==> src/rtl/anc_pkg.sv <==
// anc_pkg: shared types and helpers for the noise-cancellation output stage.
//   sample_t      - signed 16-bit audio sample
//   SAMPLE_MAX/MIN - clamp limits of sample_t
//   mixer_state_t - anc_mixer sequencing states
//   sat16()       - clamps a 17-bit difference into sample_t and flags the clamp
package anc_pkg;

  typedef logic signed [15:0] sample_t;

  localparam sample_t SAMPLE_MAX = 16'sh7FFF;
  localparam sample_t SAMPLE_MIN = 16'sh8000;

  typedef enum logic [1:0] {
    IDLE,
    WAIT_ANTI,
    MIX
  } mixer_state_t;

  typedef struct packed {
    sample_t value;
    logic    clamped;
  } sat_result_t;

  // A 17-bit difference of two 16-bit samples fits in 16 bits exactly when
  // its top two bits agree; otherwise the sign bit tells which rail to use.
  function automatic sat_result_t sat16(input logic signed [16:0] d);
    sat_result_t r;
    r.clamped = d[16] ^ d[15];
    if (!r.clamped) r.value = d[15:0];
    else if (d[16]) r.value = SAMPLE_MIN;
    else            r.value = SAMPLE_MAX;
    return r;
  endfunction

endpackage

==> src/rtl/sample_fifo.sv <==
// sample_fifo: synchronous FIFO of sample_t words.
//   clk, rst_n - clock, asynchronous active-low reset
//   push/push_data - write request and data; ignored when full unless a pop
//                    happens in the same cycle
//   pop        - read request; ignored when empty
//   head       - oldest entry (0 when empty)
//   full/empty - occupancy status
module sample_fifo
  import anc_pkg::*;
#(
  parameter int DEPTH = 4
) (
  input  logic    clk,
  input  logic    rst_n,
  input  logic    push,
  input  sample_t push_data,
  input  logic    pop,
  output sample_t head,
  output logic    full,
  output logic    empty
);

  localparam int AW = (DEPTH > 1) ? $clog2(DEPTH) : 1;

  sample_t         mem [DEPTH];
  logic [AW-1:0]   wr_ptr;
  logic [AW-1:0]   rd_ptr;
  logic [AW:0]     count;
  logic            do_push;
  logic            do_pop;

  assign full    = (count == (AW+1)'(DEPTH));
  assign empty   = (count == '0);
  assign do_pop  = pop && !empty;
  // A pop frees the slot the push needs, so a full FIFO still accepts it.
  assign do_push = push && (!full || do_pop);
  assign head    = empty ? '0 : mem[rd_ptr];

  // NOTE: state registers use non-blocking assignments so every flop samples
  // the pre-edge values regardless of statement order.
  always_ff @(posedge clk or negedge rst_n) begin
    if (!rst_n) begin
      wr_ptr <= '0;
      rd_ptr <= '0;
      count  <= '0;
    end else begin
      if (do_push) wr_ptr <= wr_ptr + 1'b1;
      if (do_pop)  rd_ptr <= rd_ptr + 1'b1;
      case ({do_push, do_pop})
        2'b10:   count <= count + 1'b1;
        2'b01:   count <= count - 1'b1;
        default: count <= count;
      endcase
    end
  end

  // NOTE: storage is deliberately not reset; an entry is only read after it
  // has been written, and head is forced to 0 while the FIFO is empty.
  always_ff @(posedge clk) begin
    if (do_push) mem[wr_ptr] <= push_data;
  end

endmodule

==> src/rtl/anc_mixer.sv <==
// anc_mixer: residual = sat(mic - anti) for each mic sample, buffered to a
// valid/ready consumer, with windowed mean-square error and sticky faults.
//   clk_in, rst_n_in        - clock, asynchronous active-low reset
//   mic_ready_in/mic_in     - primary-mic strobe and sample
//   anti_done_in/anti_in    - anti-noise strobe and sample
//   enable_in               - 0 = bypass (anti treated as 0)
//   clear_flags_in          - clears sticky flags and sat_count_out
//   out_valid_out/out_data_out/out_ready_in - residual stream
//   err_energy_out/err_energy_valid_out     - mean residual^2 per window
//   sat_count_out           - clamp events, saturating
//   timeout_out/mic_overrun_out/fifo_overflow_out - sticky fault flags
module anc_mixer
  import anc_pkg::*;
#(
  parameter int FIFO_DEPTH = 4,
  parameter int TIMEOUT    = 255,
  parameter int WIN_LOG2   = 10
) (
  input  logic        clk_in,
  input  logic        rst_n_in,
  input  logic        mic_ready_in,
  input  logic [15:0] mic_in,
  input  logic        anti_done_in,
  input  logic [15:0] anti_in,
  input  logic        enable_in,
  input  logic        clear_flags_in,
  output logic        out_valid_out,
  output logic [15:0] out_data_out,
  input  logic        out_ready_in,
  output logic [31:0] err_energy_out,
  output logic        err_energy_valid_out,
  output logic [15:0] sat_count_out,
  output logic        timeout_out,
  output logic        mic_overrun_out,
  output logic        fifo_overflow_out
);

  localparam int CW    = $clog2(TIMEOUT + 1);
  localparam int ACC_W = 31 + WIN_LOG2;

  mixer_state_t        state_q, state_d;
  sample_t             mic_q, anti_q;
  logic [CW-1:0]       wait_cnt_q;

  logic                in_mix;
  logic                timeout_evt, overrun_evt, overflow_evt, sat_evt;
  logic signed [16:0]  diff;
  sat_result_t         mix_sat;
  logic [15:0]         res_mag;
  logic [30:0]         sq;
  logic [ACC_W-1:0]    acc_q, acc_sum;
  logic [WIN_LOG2-1:0] win_cnt_q;
  logic                win_close;
  sample_t             fifo_head;
  logic                fifo_full, fifo_empty;

  // NOTE: every signal driven here gets a default first, so no path through
  // the case leaves it unassigned and no latch is inferred.
  always_comb begin
    state_d     = state_q;
    timeout_evt = 1'b0;
    case (state_q)
      IDLE:      if (mic_ready_in) state_d = enable_in ? WAIT_ANTI : MIX;
      WAIT_ANTI: begin
        if (anti_done_in) begin
          state_d = MIX;
        end else if (wait_cnt_q == CW'(TIMEOUT)) begin
          state_d     = MIX;
          timeout_evt = 1'b1;
        end
      end
      MIX:       state_d = IDLE;
      default:   state_d = IDLE;
    endcase
  end

  always_ff @(posedge clk_in or negedge rst_n_in) begin
    if (!rst_n_in) state_q <= IDLE;
    else           state_q <= state_d;
  end

  // anti_q is zeroed at capture so bypass and timeout both mix against 0.
  always_ff @(posedge clk_in or negedge rst_n_in) begin
    if (!rst_n_in) begin
      mic_q      <= '0;
      anti_q     <= '0;
      wait_cnt_q <= '0;
    end else begin
      if (state_q == IDLE && mic_ready_in) begin
        mic_q      <= mic_in;
        anti_q     <= '0;
        wait_cnt_q <= '0;
      end
      if (state_q == WAIT_ANTI) begin
        wait_cnt_q <= wait_cnt_q + 1'b1;
        if (anti_done_in) anti_q <= anti_in;
      end
    end
  end

  assign in_mix      = (state_q == MIX);
  assign overrun_evt = mic_ready_in && (state_q != IDLE);
  assign diff        = {mic_q[15], mic_q} - {anti_q[15], anti_q};
  assign mix_sat     = sat16(diff);
  assign sat_evt     = in_mix && mix_sat.clamped;

  // |res| fits in 16 unsigned bits (|-32768| = 0x8000), so the square is
  // formed on magnitudes and never needs more than 31 bits.
  assign res_mag   = mix_sat.value[15] ? (~mix_sat.value + 16'd1) : mix_sat.value;
  assign sq        = {15'd0, res_mag} * {15'd0, res_mag};
  assign acc_sum   = acc_q + ACC_W'(sq);
  assign win_close = &win_cnt_q;

  // When full the FIFO is non-empty, so a ready consumer always frees a slot.
  assign overflow_evt = in_mix && fifo_full && !out_ready_in;

  sample_fifo #(
    .DEPTH(FIFO_DEPTH)
  ) u_fifo (
    .clk      (clk_in),
    .rst_n    (rst_n_in),
    .push     (in_mix),
    .push_data(mix_sat.value),
    .pop      (out_ready_in),
    .head     (fifo_head),
    .full     (fifo_full),
    .empty    (fifo_empty)
  );

  assign out_valid_out = !fifo_empty;
  assign out_data_out  = fifo_head;

  always_ff @(posedge clk_in or negedge rst_n_in) begin
    if (!rst_n_in) begin
      acc_q                <= '0;
      win_cnt_q            <= '0;
      err_energy_out       <= '0;
      err_energy_valid_out <= 1'b0;
      sat_count_out        <= '0;
      timeout_out          <= 1'b0;
      mic_overrun_out      <= 1'b0;
      fifo_overflow_out    <= 1'b0;
    end else begin
      err_energy_valid_out <= in_mix && win_close;
      if (in_mix) begin
        win_cnt_q <= win_cnt_q + 1'b1;
        if (win_close) begin
          // Closing sample belongs to this window; the next one starts empty.
          err_energy_out <= {1'b0, acc_sum[ACC_W-1:WIN_LOG2]};
          acc_q          <= '0;
        end else begin
          acc_q <= acc_sum;
        end
      end

      // A clamp in the clearing cycle is counted after the clear.
      if (clear_flags_in)
        sat_count_out <= sat_evt ? 16'd1 : 16'd0;
      else if (sat_evt && sat_count_out != 16'hFFFF)
        sat_count_out <= sat_count_out + 1'b1;

      timeout_out       <= timeout_evt  | (timeout_out       & ~clear_flags_in);
      mic_overrun_out   <= overrun_evt  | (mic_overrun_out   & ~clear_flags_in);
      fifo_overflow_out <= overflow_evt | (fifo_overflow_out & ~clear_flags_in);
    end
  end

endmodule

==> config.mk <==
export PLATFORM = sky130hd
export DESIGN_NAME = anc_mixer
export DESIGN_NICKNAME = d
export VERILOG_FILES = /design/src/rtl/anc_pkg.sv /design/src/rtl/sample_fifo.sv /design/src/rtl/anc_mixer.sv
export SDC_FILE = /design/constraint.sdc
export NUM_CORES = 1
export LEC_CHECK = 0
export CORE_MARGIN = 2
export CORE_UTILIZATION = 45
export CTS_BUF_LIST = sky130_fd_sc_hd__clkbuf_8 sky130_fd_sc_hd__clkbuf_16
export DETAILED_ROUTE_END_ITERATION = 16
export PLACE_DENSITY_LB_ADDON = 0.25
export SYNTH_ARGS = -nofsm -noshare
export SYNTH_HDL_FRONTEND = slang
export SYNTH_SLANG_ARGS = --single-unit
==> constraint.sdc <==
create_clock -name clk_in -period 11.3 [get_ports clk_in]
set_input_delay 2.26 -clock clk_in [delete_from_list [all_inputs] [get_ports clk_in]]
set_output_delay 2.26 -clock clk_in [all_outputs]
set_load 0.02 [all_outputs]
==> results.cfg <==
[synthesis]
syn_warnings = 0
synth_edf_count = 64
netlist_area_sq_um = 19000
synth.distinct_cells = 92
synth.yosys.seq_area_share_pct = 30.1
synth.avg_cell_area_sq_um = 9.70
synth-main-ff-cell = sky130_fd_sc_hd__dfrtp_1
synthArstFlopShare_pct = 70.2
postSynthRegisterBits = 215
number_of_instances_in_the_synthesized_netlist = 1955

[drt]
detailedRoute.firstIterationViolations = 851
dr.pass1.iters = 7
dr_total_vias = 15046
route.detailed.drc = 0
avgViaCountPerCell = 5.29
wl_microns = 46800
detail_route.wl_per_cell_microns = 16.5
ant_nets = 0

[clock_network]
cts.clk_slew.worst_paths_ns = 0.07
clock_insertion_delay_worst_skew_ns = 0.55
tritoncts = built
cts_inserted_buffers = 24
cts.path.max_buffers = 3
clockRootBuffer = sky130_fd_sc_hd__clkbuf_16
clock_sink_count = 215
cts.htree.levels = 1

[setup_path]
timing.critical_path.slowest_cell_delay_ns = 0.58
worstSetupPathType = reg2reg
critPathCaptureType = register
regToRegSetupSlack_ns = 0.07
crit_path_max_fanout = 7
worstPathRequired_ns = 11.68
worst_path_max_delay_cell = sky130_fd_sc_hd__fa_2
arrival_time_reported_for_the_critical_path_endpoint_ns = 11.62
cp-start-kind = register

[global_routing]
most_crowded_layer_gr = met2
grt_antenna_before_repair = 1
first_global_vias = 15746
overflow = 0
gr-usage-met2_pct = 36.9
groute.usage.overall_pct = 21.9
grt_util_met3_pct = 2.43
grt_first_pass_wirelength_microns = 78900
maximum_number_of_pins_on_one_net_before_global_route_repair = 88
global_route.usage.met1_pct = 30.2

[layout]
antenna_fix_cells = 0
finalInstanceArea_sq_um = 24300
fin_nets = 2646
n_fill_cell = 3517
layout-drive-gt1-share_pct = 23.2
register_area_sq_um = 5700
multiInputGateArea_sq_um = 12900
syn_to_final_growth_pct = 28.0
finish.utilization_pct = 58.1
most_frequent_standard_cell_in_the_layout_excluding_fill_and_tap_cells = sky130_fd_sc_hd__inv_1
most-common-layout-cells = 270 x sky130_fd_sc_hd__inv_1, 232 x sky130_fd_sc_hd__buf_4, 196 x sky130_fd_sc_hd__nand2_1

[floorplanning]
die_x_microns = 209
dieHeight_microns = 209
top_level_ports = 108
coreArea_sq_um = 41800
starting_density_of_the_core_pct = 45.4
fp.dieArea_sq_um = 43800
placement_rows = 75

[sta]
finalSetupViolations = 0
slew_viols_final = 0
clock-skew-final_ns = 0.0418
maximum_frequency_from_static_timing_analysis_ghz = 0.0890
grt_setup_unrepaired = true
transition_time_at_the_pin_with_the_least_slew_margin_ns = 1.13
final_period_minus_worst_setup_slack_ns = 11.23
final_hold_viol_count = 0
finalCritPeriodShare_pct = 99.4
timing.max_slew.rel_slack_pct = 24.7

[place]
numPortBuffers = 106
post_dp_cell_area_sq_um = 22000
detailedPlacementHpwl_microns = 35600
gp_congestion = 0.896

[outcome]
outcome = complete, no violations

[flow_run]
maxCapViolations = 0

[worst_hold_path]
holdCritPathClass = reg2reg
[repair_timing]
action | 4_1_cts | 5_1_grt
pin swaps | 99 | 125
endpoints found under the hold margin | 0 | 0
hold buffers | 0 | 0
gates resized for setup | 92 | 138
setup buffers | 20 | 46
setup endpoints to repair | 29 | 52
[worst paths after layout]
check / start / cells past startpoint / to
worst max-delay path: mic_q[6] / 56 / err_energy_out[28]
worst min-delay path: win_cnt_q[6] / 1 / win_cnt_q[6]
worst max register to register: mic_q[6] / 56 / err_energy_out[28]
worst min register to register: win_cnt_q[6] / 1 / win_cnt_q[6]
max in group asynchronous: rst_n_in / 2 / acc_q[2]
min in group asynchronous: rst_n_in / 1 / sat_count_out[6]
[cell families after synthesis]
kind of cell / Yosys count / share of synthesized area (%)
DFF: 215 / 30.1
muxes: 45 / 3.60
buffers and inverters: 349 / 7.00
adders and majority gates: 320 / 27.8
xor gates and xnor gates: 103 / 4.91
AOI/OAI and AO/OA: 355 / 12.9
other: 2 / 0.0396
and+or+nand+nor: 566 / 13.7
[synthesized netlist by cell type (all sizes together) (3+ instances only)]
cell,n,share of area (%)
inv,284,5.6
o41ai,5,0.37
dfrtp,151,20
a21oi,77,2.0
xor2,36,1.7
o21ai,93,2.5
mux2,22,1.3
a211o,3,0.15
nand3,45,1.2
edfxtp,64,10
or3b,3,0.14
or3,16,0.55
o21bai,7,0.28
a211oi,7,0.28
clkbuf,53,1.0
ha,152,10
a22o,39,1.8
and3,12,0.40
a31oi,18,0.59
mux4,16,1.9
nand2,214,4.2
a31o,4,0.18
or2,9,0.30
xnor2,66,3.1
buf,10,0.29
mux2i,7,0.37
nand2b,16,0.53
o31ai,8,0.37
o22ai,4,0.17
fa,168,18
and2,31,1.0
and4,4,0.18
a21o,38,1.5
nand4,12,0.40
o211ai,8,0.39
o21a,14,0.55
nor2b,14,0.50
nor3,36,0.98
nor2,148,2.9
[per-layer routing]
layer  wire length (microns)  share of wire [%]
met5                      13              0.028
met3                    1800                3.8
met1                   21100                 45
met4                    1240                2.6
met2                   22700                 48
[layout make-up]
cell class	instances	share of cell area (%)
clock buffers	24	2.47
clock inverters	20	0.887
inverters	286	4.47
multi-input cells	1401	53.2
flip-flops and latches	215	23.5
well taps	539	2.78
repair buffers	359	12.7
[flip-flops by register name (all words and copies together), names as in the netlist]
name                  cells
u_fifo.rd_ptr             2
wait_cnt_q                8
fifo_overflow_out         1
err_energy_valid_out      1
timeout_out               1
u_fifo.count              3
acc_q                    41
mic_overrun_out           1
win_cnt_q                10
state_q                   2
anti_q                   16
mic_q                    16
sat_count_out            16
err_energy_out           31
u_fifo.wr_ptr             2
u_fifo.mem               64
[per-stage QoR]
step | TNS [ns] | hold WS, ns | cells | worst slack (ns)
CTS | -0.00902 | 0.477 | 2799 | -0.00902
detailed placement | -6.72 | 0.464 | 2736 | -0.343
finish | 0 | 0.475 | 2844 | 0.0653
floorplan | 0 | 0.442 | 1965 | 0.0419
global route | -7.96 | 0.496 | 2844 | -0.387
global placement | -0.530 | 0.463 | 2736 | -0.0785
[worst max-delay path, delay by kind of cell, from the launching register on]
family                   cells  cell delay [ns]
XOR/XNOR                     4             0.85
adder cells (fa/ha/maj)     10             4.38
buffers and inverters       13             1.49
AO/OA/AOI/OAI               19             2.90
AND/OR/NAND/NOR             10             1.01
flip-flops                   1             0.41
Power is left out: the tool's default activity adds up to more than one toggle a clock period on the data nets, which glitch-free logic cannot reach.
